### src/rtl/fetch_queue_if.sv
// Fetch-side bundle: redirect request, instruction-memory port and the decode handshake.
// master = fetch_queue, slave = surrounding pipeline / memory.
interface fetch_queue_if #(
   parameter int WORD      = 64,
   parameter int INSTR_LEN = 32,
   parameter int DEPTH     = 4
);
   localparam int OCC_W = $clog2(DEPTH + 1);

   logic [WORD-1:0]      branch_target;
   logic                 pc_src;
   logic                 imem_req;
   logic [WORD-1:0]      imem_addr;
   logic [INSTR_LEN-1:0] imem_rdata;
   // Decode handshake: the head entry {cur_pc_if, instr_if} moves when
   // instr_valid && instr_ready are both high at a rising edge. instr_valid
   // does not depend on instr_ready; payload is meaningless while instr_valid=0.
   logic                 instr_valid;
   logic                 instr_ready;
   logic [INSTR_LEN-1:0] instr_if;
   logic [WORD-1:0]      cur_pc_if;
   logic [OCC_W-1:0]     occupancy;

   modport master (
      input  branch_target, pc_src, imem_rdata, instr_ready,
      output imem_req, imem_addr, instr_valid, instr_if, cur_pc_if, occupancy
   );

   modport slave (
      output branch_target, pc_src, imem_rdata, instr_ready,
      input  imem_req, imem_addr, instr_valid, instr_if, cur_pc_if, occupancy
   );
endinterface

### src/rtl/fetch_queue.sv
// Instruction fetch queue: issues sequential imem reads, buffers {pc, instr} for decode,
// handles redirects. Optional same-cycle response bypass with FETCH_QUEUE_BYPASS_EN.
module fetch_queue #(
   parameter int              WORD      = 64,
   parameter int              INSTR_LEN = 32,
   parameter int              DEPTH     = 4,
   parameter logic [WORD-1:0] RESET_PC  = '0
) (
   input logic           clk,
   input logic           reset,
   fetch_queue_if.master bus
);
   localparam int              PTR_W   = $clog2(DEPTH);
   localparam int              OCC_W   = $clog2(DEPTH + 1);
   localparam logic [OCC_W:0]  DEPTH_L = (OCC_W + 1)'(DEPTH);

   logic [WORD-1:0]      fetch_pc;
   logic [WORD-1:0]      req_pc;
   logic                 inflight;
   logic [PTR_W-1:0]     rd_ptr;
   logic [PTR_W-1:0]     wr_ptr;
   logic [OCC_W-1:0]     count;
   logic [INSTR_LEN-1:0] mem_instr [DEPTH];
   logic [WORD-1:0]      mem_pc    [DEPTH];

   logic                 q_empty;
   logic [OCC_W:0]       pending;
   logic                 issue;
   logic                 bypass;
   logic                 head_valid;
   logic                 push;
   logic                 pop;

   always_comb begin
      q_empty = (count == '0);
      // Queue slots already spoken for, including the response still on its way.
      pending = {1'b0, count} + {{OCC_W{1'b0}}, inflight};
      issue   = reset && !bus.pc_src && (pending < DEPTH_L);
`ifdef FETCH_QUEUE_BYPASS_EN
      bypass  = inflight && q_empty && !bus.pc_src;
`else
      bypass  = 1'b0;
`endif
      head_valid = reset && !bus.pc_src && (!q_empty || bypass);
      pop        = head_valid && bus.instr_ready && !q_empty;
      // A bypassed response taken by decode this cycle never lands in the queue.
      push       = inflight && !bus.pc_src && !(bypass && bus.instr_ready);
   end

   assign bus.imem_req    = issue;
   assign bus.imem_addr   = fetch_pc;
   assign bus.instr_valid = head_valid;
   assign bus.instr_if    = bypass ? bus.imem_rdata : mem_instr[rd_ptr];
   assign bus.cur_pc_if   = bypass ? req_pc : mem_pc[rd_ptr];
   assign bus.occupancy   = count;

   always_ff @(posedge clk or negedge reset) begin
      if (!reset) begin
         fetch_pc <= RESET_PC;
         req_pc   <= '0;
         inflight <= 1'b0;
         rd_ptr   <= '0;
         wr_ptr   <= '0;
         count    <= '0;
      end else if (bus.pc_src) begin
         // Redirect flushes everything; the pending response is dropped by clearing inflight.
         fetch_pc <= {bus.branch_target[WORD-1:2], 2'b00};
         inflight <= 1'b0;
         rd_ptr   <= '0;
         wr_ptr   <= '0;
         count    <= '0;
      end else begin
         inflight <= issue;
         if (issue) begin
            req_pc   <= fetch_pc;
            fetch_pc <= fetch_pc + WORD'(4);
         end
         if (push) wr_ptr <= wr_ptr + 1'b1;
         if (pop)  rd_ptr <= rd_ptr + 1'b1;
         case ({push, pop})
            2'b10:   count <= count + 1'b1;
            2'b01:   count <= count - 1'b1;
            default: count <= count;
         endcase
      end
   end

   // Storage needs no reset: entries are only observed through count.
   always_ff @(posedge clk) begin
      if (push) begin
         mem_instr[wr_ptr] <= bus.imem_rdata;
         mem_pc[wr_ptr]    <= req_pc;
      end
   end
endmodule

### src/flat_wrapper.sv
// flat-port wrapper written by rule: the top's interface ports become plain ports
module fetch_queue_flat 
#(
   parameter int              WORD      = 64,
   parameter int              INSTR_LEN = 32,
   parameter int              DEPTH     = 4,
   parameter logic [WORD-1:0] RESET_PC  = '0
)
  (clk, reset, bus_branch_target, bus_pc_src, bus_imem_rdata, bus_instr_ready, bus_imem_req, bus_imem_addr, bus_instr_valid, bus_instr_if, bus_cur_pc_if, bus_occupancy);
  fetch_queue_if #(.WORD(WORD), .INSTR_LEN(INSTR_LEN), .DEPTH(DEPTH)) bus_i ();
  input logic clk;
  input logic reset;
  input wire logic [$bits(bus_i.branch_target)-1:0] bus_branch_target;
  input wire logic [$bits(bus_i.pc_src)-1:0] bus_pc_src;
  input wire logic [$bits(bus_i.imem_rdata)-1:0] bus_imem_rdata;
  input wire logic [$bits(bus_i.instr_ready)-1:0] bus_instr_ready;
  output wire logic [$bits(bus_i.imem_req)-1:0] bus_imem_req;
  output wire logic [$bits(bus_i.imem_addr)-1:0] bus_imem_addr;
  output wire logic [$bits(bus_i.instr_valid)-1:0] bus_instr_valid;
  output wire logic [$bits(bus_i.instr_if)-1:0] bus_instr_if;
  output wire logic [$bits(bus_i.cur_pc_if)-1:0] bus_cur_pc_if;
  output wire logic [$bits(bus_i.occupancy)-1:0] bus_occupancy;
  assign bus_i.branch_target = bus_branch_target;
  assign bus_i.pc_src = bus_pc_src;
  assign bus_i.imem_rdata = bus_imem_rdata;
  assign bus_i.instr_ready = bus_instr_ready;
  assign bus_imem_req = bus_i.imem_req;
  assign bus_imem_addr = bus_i.imem_addr;
  assign bus_instr_valid = bus_i.instr_valid;
  assign bus_instr_if = bus_i.instr_if;
  assign bus_cur_pc_if = bus_i.cur_pc_if;
  assign bus_occupancy = bus_i.occupancy;
  fetch_queue #(.WORD(WORD), .INSTR_LEN(INSTR_LEN), .DEPTH(DEPTH), .RESET_PC(RESET_PC)) u_core (.clk(clk), .reset(reset), .bus(bus_i));
endmodule
### config.mk
export PLATFORM = sky130hd
export DESIGN_NAME = fetch_queue_flat
export DESIGN_NICKNAME = d
export VERILOG_FILES = /design/src/rtl/fetch_queue_if.sv /design/src/rtl/fetch_queue.sv /design/src/flat_wrapper.sv
export SDC_FILE = /design/constraint.sdc
export NUM_CORES = 1
export LEC_CHECK = 0
export ABC_AREA = 1
export BUFFER_PORTS_ARGS = -buffer_cell sky130_fd_sc_hd__buf_4
export CORE_ASPECT_RATIO = 0.6
export CORE_MARGIN = 2
export CORE_UTILIZATION = 30
export DETAILED_ROUTE_END_ITERATION = 8
export GPL_ROUTABILITY_DRIVEN = 0
export GPL_TIMING_DRIVEN = 1
export PLACE_DENSITY_LB_ADDON = 0.15
export SLEW_MARGIN = 10
export SYNTH_ARGS = -nofsm -noshare
export SYNTH_HDL_FRONTEND = slang
export SYNTH_SLANG_ARGS = --single-unit
### constraint.sdc
create_clock -name clk -period 5.6 [get_ports clk]
set_input_delay 1.12 -clock clk [delete_from_list [all_inputs] [get_ports clk]]
set_output_delay 1.12 -clock clk [all_outputs]
set_load 0.02 [all_outputs]
==> summary by stage <==
Floorplanning
The full die area is 73400 sq um. The overall die width is 348 um. The die is 211 um tall. After floorplanning, the core was sized to cover 70200 sq um. Once the floorplan was initialized, standard cells occupied 30.4% of the core. The initialized floorplan defines 75 standard-cell rows. During I/O placement, the number of pins put on the boundary was 265.

Timing
The final number of setup-violating endpoints is 0. The final critical path time including I/O delays and setup is 4.47 ns. The setup TNS is 0 ns.

The transition at the pin with the smallest max-transition slack is 1.06 ns. The max-slew violation count is 0. For the final database, setup skew stands at 0.0236 ns. Based on the critical path, the design can be clocked at up to 0.224 GHz. Setup repair after global routing left no endpoint under its margin. The number of hold violations in the final report is 0. Headroom to the max-slew limit came out at 29.1%. The portion of the clock cycle consumed by the worst path in the final layout is 79.8%. The worst hold slack is 0.316 ns.

Setup path
STA puts the critical path data required time at 4.48 ns. The largest stage delay on the critical path is 0.82 ns. The data arrival time of the worst path is 3.35 ns. The endpoint class of the critical path is an output port.

In this design, the critical path's most frequently occurring cell is sky130_fd_sc_hd__buf_4. The critical path is of the reg -> out type. Among all stages on the critical path, the largest delay is contributed by sky130_fd_sc_hd__inv_6. The signal on the critical path passes through inv_6 > buf_4 > o21ai_0 > o22ai_1 > buf_4. The kind of start point of the critical path is a flip-flop. Of all nets on the critical path, the largest fanout is 131.

Worst hold path
The worst hold path belongs to the class in -> async.

Routing
The per-cell via count in the routed design is 4.87. The first-pass detailed-route iteration total is 5. Summing over every cut layer, the via total after detailed routing is 15300.

The first routing iteration left 1166 violations. The detail-routed net length per standard cell is 21.0 um. Summed over all layers, the routed wires come to 66000 um. The detail route stage leaves a number of antenna-violating nets equal to 0. The post-route DRC violation count is 0.

Power
The leakage power of the design is 9.85 nW. Dividing total power by cell area gives a power density of 352 nW/um^2. Across the VDD grid, the largest voltage drop is 222 uV. The final total power is 0.00912 W.

Cells and area
After routing the design area is 25900 sq um. The share of final-layout standard cells stronger than drive strength 1 is 18.2%. The final cell utilization of the core is 36.9%. The area added between synthesis and finish is 21.3%. The number of nets at the end of the flow is 2282.

Placed design
Once placement finished, the instance area stood at 24200 sq um. The count of buffers inserted at the top-level ports is 258. Detailed placement finished with a half-perimeter wire length of 41500 um.

Synthesis
The number of distinct library cells after synthesis is 40. The average cell area after synthesis is 11.0 sq um. The number of warnings reported in the yosys synthesis log is 0. For this run, the leading register cell type out of synthesis is sky130_fd_sc_hd__edfxtp_1. After synthesis, the share of flip-flops with an asynchronous set or reset is 26.0%. The count of flip-flops with a built-in enable after synthesis is 376.

The sequential fraction of the synthesis area is 68.4%. The post-synthesis instance area is 21300 sq um. The cell count after synthesis is 1945. The flip-flop and latch count after synthesis is 508.

Global routing
The overall routing resource usage is 17.8%. The largest net degree at the start of global routing is 132. The number of global-route vias before repair is 14900. The first global-routing pass estimated 97500 um of wire.

The number of antenna violations at the first check in global routing came to 2. After global routing the overflow that remains totals 0.

Clock tree
In this run the clock root is driven by a sky130_fd_sc_hd__clkbuf_16. The post-CTS setup-driven buffer insertion count is 0. TritonCTS created 51 clock buffers. The post-cts repair resize count is 0. The clock sink count is 508. The deepest clock path buffer count is 3. The number of hold-repair buffers added at the cts stage is 0. The H-tree was split into 2 levels.

The clock reaches the later pin of the worst-skew pair after 0.61 ns. TritonCTS built the clock tree. The clock-pin slew on the worst setup and hold paths is 0.07 ns.

Outcome
The run finished with clean final reports.

Job
The max capacitance violation total is 0.
-- synth_stat cells (4+ instances only) --
library cell	instances	area, sq um
sky130_fd_sc_hd__edfxtp_1	376	11300
sky130_fd_sc_hd__nor2_1	375	1410
sky130_fd_sc_hd__nand2_1	296	1110
sky130_fd_sc_hd__o21ai_0	250	1250
sky130_fd_sc_hd__dfrtp_1	132	3300
sky130_fd_sc_hd__inv_1	102	383
sky130_fd_sc_hd__o22ai_1	94	588
sky130_fd_sc_hd__nand3_1	74	370
sky130_fd_sc_hd__clkbuf_1	58	218
sky130_fd_sc_hd__buf_2	27	135
sky130_fd_sc_hd__nand4_1	23	144
sky130_fd_sc_hd__o211ai_1	18	135
sky130_fd_sc_hd__nand3b_1	11	82.6
sky130_fd_sc_hd__buf_6	9	101
sky130_fd_sc_hd__nand2_2	9	56.3
sky130_fd_sc_hd__nor2_2	9	56.3
sky130_fd_sc_hd__o21a_1	9	67.6
sky130_fd_sc_hd__a21oi_1	8	40.0
sky130_fd_sc_hd__nor2_4	7	78.8
sky130_fd_sc_hd__nor3_1	7	35.0
sky130_fd_sc_hd__buf_4	6	45.0
sky130_fd_sc_hd__ha_1	5	62.6
sky130_fd_sc_hd__o21ai_1	5	25.0
sky130_fd_sc_hd__xor2_1	5	43.8
sky130_fd_sc_hd__o221ai_1	4	35.0
-- routing by layer --
metal  GRT usage (%)  up-vias  share of wire (%)
li1                -     7249                  -
met1            27.2     7539                 50
met2            25.3      426                 41
met3            3.88       81                6.4
met4            4.67        4                2.1
met5               0        -              0.048
-- power by group --
part	switching [W]	internal, W	leakage (nW)
registers	0.000284	0.00432	4.97
clock network	0.00147	0.00211	0.845
logic	0.000599	0.000334	4.03
-- critical path, delay by kind of cell (launching register included) --
kind            cells  cell delay (ns)
compound gates      2             0.38
buf+inv             3             1.50
flops               1             0.71
-- metrics by stage --
stage               worst slack (ns)  instances
CTS                             1.02       3141
global placement                1.73       3047
finish                          1.13       3142
detailed placement              1.69       3047
floorplan                     -0.358       1948
global route                   0.892       3141
-- logic make-up after synthesis --
kind of cell / share of synthesized area (%)
DFF: 68.4
adders and majority gates: 0.387
and+or+nand+nor: 16.4
buffers and inverters: 4.27
other: 0.0176
xor gates and xnor gates: 0.287
AOI/OAI and AO/OA: 10.3
-- cell type report --
type	instances	area (sq um)
Inverter	105	402
Multi-Input combinational cell	1234	5890
Clock inverter	25	330
Timing Repair Buffer	276	2130
Sequential cell	508	14600
Antenna cell	1	2.50
Clock buffer	69	1390
Tap cell	924	1160
Fill cell	6964	44300
-- placed cells by master (no fill, tap or decap), types with 5 or more instances in the layout --
cell / n
sky130_fd_sc_hd__xor2_1: 5
sky130_fd_sc_hd__o21ai_0: 250
sky130_fd_sc_hd__nand2_2: 9
sky130_fd_sc_hd__a21oi_1: 8
sky130_fd_sc_hd__o21a_1: 9
sky130_fd_sc_hd__bufinv_16: 8
sky130_fd_sc_hd__dfrtp_1: 130
sky130_fd_sc_hd__buf_4: 271
sky130_fd_sc_hd__nand4_1: 23
sky130_fd_sc_hd__edfxtp_1: 376
sky130_fd_sc_hd__o211ai_1: 18
sky130_fd_sc_hd__nor2_2: 9
sky130_fd_sc_hd__nand2_1: 295
sky130_fd_sc_hd__clkbuf_16: 51
sky130_fd_sc_hd__clkbuf_8: 5
sky130_fd_sc_hd__nand3_1: 74
sky130_fd_sc_hd__nor2_4: 11
sky130_fd_sc_hd__clkbuf_1: 13
sky130_fd_sc_hd__o21ai_1: 5
sky130_fd_sc_hd__nor3_1: 7
sky130_fd_sc_hd__nand3b_1: 11
sky130_fd_sc_hd__ha_1: 5
sky130_fd_sc_hd__o22ai_1: 94
sky130_fd_sc_hd__clkinv_2: 11
sky130_fd_sc_hd__inv_1: 100
sky130_fd_sc_hd__nor2_1: 371
-- worst paths after layout --
path / startpoint / cells after the start / to / slack, ns
worst max-delay path: u_core.rd_ptr[0] / 5 / bus_cur_pc_if[34] / 1.13
worst max register to register: u_core.bus.occupancy[2] / 6 / u_core.bus.imem_addr[33] / 3.15
worst min-delay path: reset / 1 / u_core.bus.imem_addr[46] / 0.32
min in group clk: u_core.req_pc[53] / 0 / u_core.mem_pc[0][53] / 0.52
max in group asynchronous: reset / 2 / u_core.req_pc[46] / 4.13
worst min register to register: u_core.req_pc[53] / 0 / u_core.mem_pc[0][53] / 0.52
-- flip-flops by register name (all words and copies together) (netlist names) --
register	flops
u_core.mem_pc	248
u_core.rd_ptr	2
u_core.mem_instr	128
u_core.wr_ptr	2
u_core.req_pc	62
u_core.inflight	1
u_core.bus.occupancy	3
u_core.bus.imem_addr	62
Power figures use the tool's default switching activity.
